## src/rtl/flash_ctrl.sv

```systemverilog
// Parallel NOR flash controller: 32-bit CPU reads as two 16-bit flash reads,
// 16-bit flash write cycles, and a self-timed ready handshake.
module flash_ctrl #(
  parameter int T_READ = 5,
  parameter int T_WE   = 4,
  parameter int T_HOLD = 1
) (
  input  logic        clock,
  input  logic        reset_n,
  input  logic        select,
  input  logic        read,
  input  logic        write,
  input  logic [31:0] address,
  input  logic [31:0] data_in,
  output logic [31:0] data_out,
  output logic        ready,
  output logic [24:0] fl_addr,
  input  logic [15:0] fl_dq_in,
  output logic [15:0] fl_dq_out,
  output logic        fl_dq_oe,
  output logic        fl_ce_n,
  output logic        fl_oe_n,
  output logic        fl_we_n,
  output logic        fl_rst_n
);

  localparam int TM1  = (T_READ > T_WE) ? T_READ : T_WE;
  localparam int TMAX = (TM1 > T_HOLD) ? TM1 : T_HOLD;
  localparam int CW   = $clog2(TMAX + 1);

  typedef enum logic [2:0] {
    IDLE,
    RD_HI,
    RD_LO,
    WR_SETUP,
    WR_PULSE,
    WR_HOLD,
    DONE
  } state_t;

  state_t state, state_d;
  logic [CW-1:0] cnt, cnt_d;
  logic [24:0] addr_q, addr_src;
  logic [15:0] wdata_q, wdata_src;
  logic [1:0] rst_sync;
  logic req, last;
  logic unused;

  assign unused = ^{address[31:26], address[0], data_in[31:16]};

  assign req  = select & (read | write);
  assign last = (cnt == CW'(1));

  // The first phase latches straight from the bus; later phases use the copy.
  assign addr_src  = (state == IDLE) ? address[25:1] : addr_q;
  assign wdata_src = (state == IDLE) ? data_in[15:0] : wdata_q;

  // Next-state and phase counter.
  always_comb begin
    state_d = state;
    cnt_d   = cnt;
    case (state)
      IDLE: begin
        if (req & read) begin
          state_d = RD_HI;
          cnt_d   = CW'(T_READ);
        end else if (req) begin
          state_d = WR_SETUP;
        end
      end
      RD_HI: begin
        if (last) begin
          state_d = RD_LO;
          cnt_d   = CW'(T_READ);
        end else begin
          cnt_d = cnt - 1'b1;
        end
      end
      RD_LO: begin
        if (last) state_d = DONE;
        else cnt_d = cnt - 1'b1;
      end
      WR_SETUP: begin
        state_d = WR_PULSE;
        cnt_d   = CW'(T_WE);
      end
      WR_PULSE: begin
        if (last) begin
          state_d = WR_HOLD;
          cnt_d   = CW'(T_HOLD);
        end else begin
          cnt_d = cnt - 1'b1;
        end
      end
      WR_HOLD: begin
        if (last) state_d = DONE;
        else cnt_d = cnt - 1'b1;
      end
      DONE: begin
        if (!req) state_d = IDLE;
      end
      default: state_d = IDLE;
    endcase
  end

  // State and counter registers.
  always_ff @(posedge clock or negedge reset_n) begin
    if (!reset_n) begin
      state <= IDLE;
      cnt   <= '0;
    end else begin
      state <= state_d;
      cnt   <= cnt_d;
    end
  end

  // Capture the request's address and write data once, in IDLE.
  always_ff @(posedge clock or negedge reset_n) begin
    if (!reset_n) begin
      addr_q  <= '0;
      wdata_q <= '0;
    end else if (state == IDLE && req) begin
      addr_q  <= address[25:1];
      wdata_q <= data_in[15:0];
    end
  end

  // Assemble read data big-endian at the end of each half.
  always_ff @(posedge clock or negedge reset_n) begin
    if (!reset_n) begin
      data_out <= '0;
    end else if (state == RD_HI && last) begin
      data_out[31:16] <= fl_dq_in;
    end else if (state == RD_LO && last) begin
      data_out[15:0] <= fl_dq_in;
    end
  end

  // Registered flash strobes, bus and ready, decoded from the next state.
  always_ff @(posedge clock or negedge reset_n) begin
    if (!reset_n) begin
      ready     <= 1'b0;
      fl_addr   <= '0;
      fl_dq_out <= '0;
      fl_dq_oe  <= 1'b0;
      fl_ce_n   <= 1'b1;
      fl_oe_n   <= 1'b1;
      fl_we_n   <= 1'b1;
    end else begin
      ready    <= (state_d == DONE);
      fl_ce_n  <= (state_d == IDLE) || (state_d == DONE);
      fl_oe_n  <= !((state_d == RD_HI) || (state_d == RD_LO));
      fl_we_n  <= (state_d != WR_PULSE);
      fl_dq_oe <= (state_d == WR_SETUP) || (state_d == WR_PULSE) ||
                  (state_d == WR_HOLD);
      if (state_d == RD_HI) fl_addr <= {addr_src[24:1], 1'b0};
      if (state_d == RD_LO) fl_addr <= {addr_src[24:1], 1'b1};
      if (state_d == WR_SETUP) begin
        fl_addr   <= addr_src;
        fl_dq_out <= wdata_src;
      end
    end
  end

  // Flash reset released two edges after reset_n rises.
  always_ff @(posedge clock or negedge reset_n) begin
    if (!reset_n) rst_sync <= 2'b00;
    else rst_sync <= {rst_sync[0], 1'b1};
  end

  assign fl_rst_n = rst_sync[1];

endmodule

```

## config.mk

```make
export PLATFORM = sky130hd
export DESIGN_NAME = flash_ctrl
export DESIGN_NICKNAME = d
export VERILOG_FILES = /design/src/rtl/flash_ctrl.sv
export SDC_FILE = /design/constraint.sdc
export NUM_CORES = 1
export LEC_CHECK = 0
export ABC_CLOCK_PERIOD_IN_PS = 2300
export CORE_ASPECT_RATIO = 0.6
export CORE_MARGIN = 2
export CORE_UTILIZATION = 45
export CTS_CLUSTER_DIAMETER = 60
export DETAILED_ROUTE_END_ITERATION = 6
export PLACE_DENSITY_LB_ADDON = 0.15
export SKIP_CTS_REPAIR_TIMING = 1
export SYNTH_ARGS = -nofsm -noshare
export SYNTH_HDL_FRONTEND = slang
export SYNTH_SLANG_ARGS = --single-unit
```

## constraint.sdc

```tcl
create_clock -name clock -period 2.3 [get_ports clock]
set_input_delay 0.345 -clock clock [delete_from_list [all_inputs] [get_ports clock]]
set_output_delay 0.345 -clock clock [all_outputs]
set_load 0.05 [all_outputs]
```

# After elaboration in Yosys (flattened, before gate mapping)
# Cells that the tools add are included.
# classes
reduce_logical	15
bitwise	4
addsub	1
eq_ne	16
mux	17
# op_table
operator	count
25-bit 2-to-1 mux	4
3-bit 2-to-1 mux	10
3-bit == test, second input constant	6
3-bit one-hot mux with 6 select lines	1
16-bit 2-to-1 mux	1
3-bit one-hot mux with 5 select lines	1
3-bit by 2-bit == test with 1-bit output, second input constant	4
3-bit by 1-bit == test with 1-bit output, second input constant	3
3-bit logical NOT	2
5-bit nonzero test	1
1-bit logical OR	4
2-bit != test, second input constant	2
1-bit logical AND	3
3-bit != test, second input constant	1
3-bit AND reduction	1
3-bit nonzero test	1
3-bit by 1-bit subtractor with 3-bit output, second input constant	1
1-bit bitwise AND	2
2-bit AND reduction	1
2-bit OR reduction	1
1-bit logical NOT	1
1-bit inverter	1
1-bit OR	1
# word_totals
elab_cells	67
out_inout_bits	79
input_bits	85
ff_bits	127

# Logic depth before layout (Yosys ltp)
# logic_depth
ltp_word	9
depth_mapped	9
mapped_depth_nobuf	7

# Worst setup path before layout
# Ideal clock, no wire load.
# synth_path
kind	register to register
startpoint	register cnt[0]
endpoint	register fl_addr[15]
synth_period_minus_slack_ns	1.762
n_path_buf	3
t_required_ns	2.174
setup_time_ns	0.126
path_stages_with_launch	9
arrival_ns	1.636
slack_ns	0.538
cell_sequence	dfrtp_1 > ha_1 > nor2b_1 > buf_2 > nand2b_1 > a21oi_1 > buf_4 > buf_2 > a21oi_1
# synth_between
elab_chain_cells	6
elab_cells_between_ends	11
classes_between	4 x eq/ne; 6 x mux; 1 x reduce/logical
# synth_rtl
item	line_no	source
start: declaration	42	logic [CW-1:0] cnt, cnt_d;
start signal: assignment	113	cnt <= cnt_d;
3-bit by 1-bit == test with 1-bit output (*)	52	assign last = (cnt == CW'(1));
3-bit 2-to-1 mux (on tied branches)	--	
3-bit one-hot mux with 6 select lines (*)	62	case (state)
3-bit by 2-bit == test with 1-bit output	157	if (state_d == RD_LO) fl_addr <= {addr_src[24:1], 1'b1};
25-bit 2-to-1 mux	157	
25-bit 2-to-1 mux	158	if (state_d == WR_SETUP) begin
end signal: assignment	156	if (state_d == RD_HI) fl_addr <= {addr_src[24:1], 1'b0};
end signal: assignment	157	
end signal: assignment	159	fl_addr <= addr_src;
end: declaration	17	output logic [24:0] fl_addr,
# Mark *: on every way between the ends. The rest lies on a longest branch, timed or not.
# A chain may end at the register's enable or synchronous reset.

# Worst setup path in the final report
# layout_path
startpoint	register state[0]
endpoint	register fl_dq_out[9]
# layout_between
elab_chain_cells	4
elab_cells_between_ends	17
classes_between	7 x eq/ne; 8 x mux; 2 x reduce/logical
# layout_rtl
item	line_no	source
start: declaration	41	state_t state, state_d;
start signal: assignment	112	state <= state_d;
3-bit by 2-bit == test with 1-bit output (tied with other cells)	62	
2-bit OR reduction (no source line) / 3-bit 2-to-1 mux (equally long branches)	--	
3-bit one-hot mux with 6 select lines	62	
3-bit by 2-bit == test with 1-bit output	158	
end signal: assignment	160	fl_dq_out <= wdata_src;
end: declaration	19	output logic [15:0] fl_dq_out,
# Parallel ways exist; a longest one is shown, timed or not.

==> key figures <==
Synth
  – Largest area contributor in the netlist: dfrtp_1
  – Post-synth ARST share: 1.00
  – Post-synth EDFFs: 0
  – Synth area leaders: dfrtp_1, mux2_2, mux2i_1, a21oi_1, nor2_1
  – Syn. warnings: 0
  – Avg Cell Area, Syn: 12.8 um^2
  – Most used DFF post-synth: dfrtp_1
  – Yosys top cell area share: 0.585
  – #FFs+latches synth: 127
  – Most common library cells after synthesis: dfrtp_1, mux2_2, a21oi_1
  – Synthesized cell area: 5300 um^2
  – Distinct cells, synth: 34
  – Synth Instances: 415
  – Syn_nets: 502
  – Count leader, synth: dfrtp_1
  – Sequential fraction of the synthesis area: 0.600

Clock tree
  – Root Driver: clkbuf_16
  – CTS tree: yes
  – CTS Sinks: 127
  – Clk_lat worst skew: 0.41 ns
  – H-Tree Depth: 4
  – Clock Path Buffers: 2
  – Clock slew at reported path FFs: 0.05 ns
  – CTS Buf Count: 17

Job
  – Max capacitance violation total: 0

Floorplan
  – Die area: 12700 um^2
  – IO Pins: 164
  – Initial Utilization: 0.465
  – Die H: 88.1 um
  – Row count: 30
  – Core Footprint: 11400 um^2
  – Die Wd: 144 um

Timing
  – Tcrit/Tclk final: 0.912
  – Max-slew violation count: 0
  – Minimum clock period: 2.10 ns
  – Final Hold Viols: 0
  – Max-Slew Margin vs Limit: 0.484
  – RSZ-0062 raised after global routing: false
  – Achievable Freq: 477 MHz
  – Final Skew: 0.00844 ns
  – # setup viols final: 0
  – Setup TNS: 0 ns
  – Worst Tran Pin Value: 0.774 ns

Setup path
  – Worst setup path endpoint: fl_dq_out[9]
  – Worst path top cell family by delay: buffers and inverters
  – Levels on crit path: 5
  – Crit-path max FO: 29
  – Crit. End Element: register
  – Critical Path Start: state[0]
  – Crit-path max cell delay: 0.54 ns
  – Setup CP Type: register to register
  – CP max stage cell: dfrtp_1
  – Worst-case reg-to-reg path depth: 5
  – Flop-to-flop setup slack: 0.20 ns
  – Crit path cell chain: nor3_2, buf_12, buf_4, mux2i_1, a21oi_1
  – CP Data Arrival Time: 2.38 ns
  – WP data required: 2.58 ns
  – Worst flop-to-flop path endpoint: fl_dq_out[9]
  – Bufs and invs on worst path: 2
  – Worst R2R Start: state[0]
  – Critical Path Start Type: register

Place
  – Placed Cells: 702
  – Buffers on Ports: 140
  – GPL Wtd Cong: 0.789
  – DPL Wire Length: 8.16 mm

Route
  – Vias/cell: 5.01
  – DR DRC count: 0
  – Routed WL: 12.0 mm
  – DRT iter0 DRCs: 122
  – DR WL/cell: 16.3 um
  – Router iterations before antenna repair: 4
  – Vias: 3683
  – Routed Antenna Nets: 0

Power and ir drop
  – Register share of total power: 0.291
  – PwrDens: 1810 nW/um^2
  – Psw: 5810 uW
  – P_int: 7920 uW
  – Clock share of power: 0.207
  – Maximum VDD drop: 0.969 mV
  – Switching Fraction: 0.423
  – Leak: 0.00317 uW
  – Comb pwr share: 0.502

Layout
  – Reg area: 3180 um^2
  – # diodes: 0
  – Layout Cells excl Fill: 735
  – Nets: 649
  – P&R area growth vs syn: 43.3%
  – Area of the multi-input gates: 1980 um^2
  – Layout fillers: 899
  – Fraction of layout instances using a drive strength above 1: 0.217

Global routing
  – First-pass GRT wire length: 19.2 mm
  – Gr ovfl total: 0
  – Vias in the first global route: 3923
  – All-layer global routing usage: 0.198
  – Largest net degree at the start of global routing: 55
  – Initial antenna violation count: 0

Outcome
  – Status: finished, final reports clean

Min path
  – Hold_sp: rst_sync[0]
  – Hold WC Path Type: register to register
==> registers in the layout, indices dropped and copies added, names as in the netlist <==
register	count
data_out	32
fl_addr	25
state	3
fl_dq_oe	1
addr_q	25
fl_ce_n	1
fl_oe_n	1
ready	1
fl_we_n	1
fl_dq_out	16
cnt	3
rst_sync	2
wdata_q	16
==> worst register-to-register path, stage by stage (launching register included) <==
cell and delay, ns:
dfrtp_1 0.54, nor3_2 0.48, buf_12 0.30, buf_4 0.32, mux2i_1 0.25, a21oi_1 0.09
==> final cells by class <==
| type | count | area share |
|---|---|---|
| sequential | 127 | 0.419 |
| multi-input combinational | 256 | 0.260 |
| clock inverter | 13 | 0.0245 |
| tap | 160 | 0.0264 |
| timing repair buffer | 155 | 0.209 |
| clock buffer | 19 | 0.0583 |
| inverter | 5 | 0.00247 |
==> worst min path at each step <==
stage | slack, ns | cells past startpoint | to
after floorplan | 0.05 | 0 | addr_q[0]
after global placement | 0.34 | 0 | rst_sync[1]
after detailed placement | 0.33 | 0 | rst_sync[1]
after CTS | -0.07 | 1 | data_out[6]
after global routing | 0.36 | 0 | rst_sync[1]
final | 0.34 | 0 | rst_sync[1]
==> cell usage in the layout, fill, tap and decap left out, types with 3 or more instances in the layout <==
master / count
a21oi_1: 50
buf_12: 6
buf_4: 9
bufinv_16: 4
clkbuf_16: 17
clkdlybuf4s50_1: 139
clkinv_2: 3
clkinv_4: 3
dfrtp_1: 124
dfstp_2: 3
inv_1: 5
mux2_2: 71
mux2i_1: 41
nand2_1: 6
nor2_1: 48
nor2b_1: 3
o21ai_0: 7
==> cell families (layout without fill, tap and decap cells) <==
kind of cell             Yosys count  after routing  synth area share
multiplexers                     114            114             0.232
adder cells (fa/ha/maj)            2              2           0.00472
flip-flops                       127            127             0.600
other                              1              1          0.000707
AO/OA/AOI/OAI                     70             70            0.0722
buffers and inverters             32            192            0.0314
XOR/XNOR                           1              1           0.00165
AND/OR/NAND/NOR                   68             68            0.0569
==> per-stage QoR <==
step	util	setup slack, ns	hold slack (ns)	total power (uW)	area, um^2
detailed placement	0.610	0.202	0.335	10900	6960
CTS	0.665	0.182	-0.0724	13900	7590
floorplan	-	0.538	0.0494	8630	5300
global route	0.666	0.0581	0.365	14500	7600
global placement	0.610	0.273	0.339	10700	6960
finish	0.666	0.202	0.345	13700	7600
==> routing by layer <==
metal	GRT usage	part of all wire	routed length [um]
met1	0.244	0.44	5260
met2	0.339	0.50	5950
met3	0.0596	0.054	647
met4	0.0680	0.0086	103
met5	0	0	0
==> power by group through the flow <==
stage                     clock, uW  sequential [uW]  combinational (uW)
after CTS                      2890             4010                6960
after detailed placement          0             4020                6920
after global routing           3010             4150                7310
final                          2840             3990                6900
after floorplan                   0             6340                2290
after global placement            0             3940                6780
Note: power is estimated with default switching activity, not from simulation.
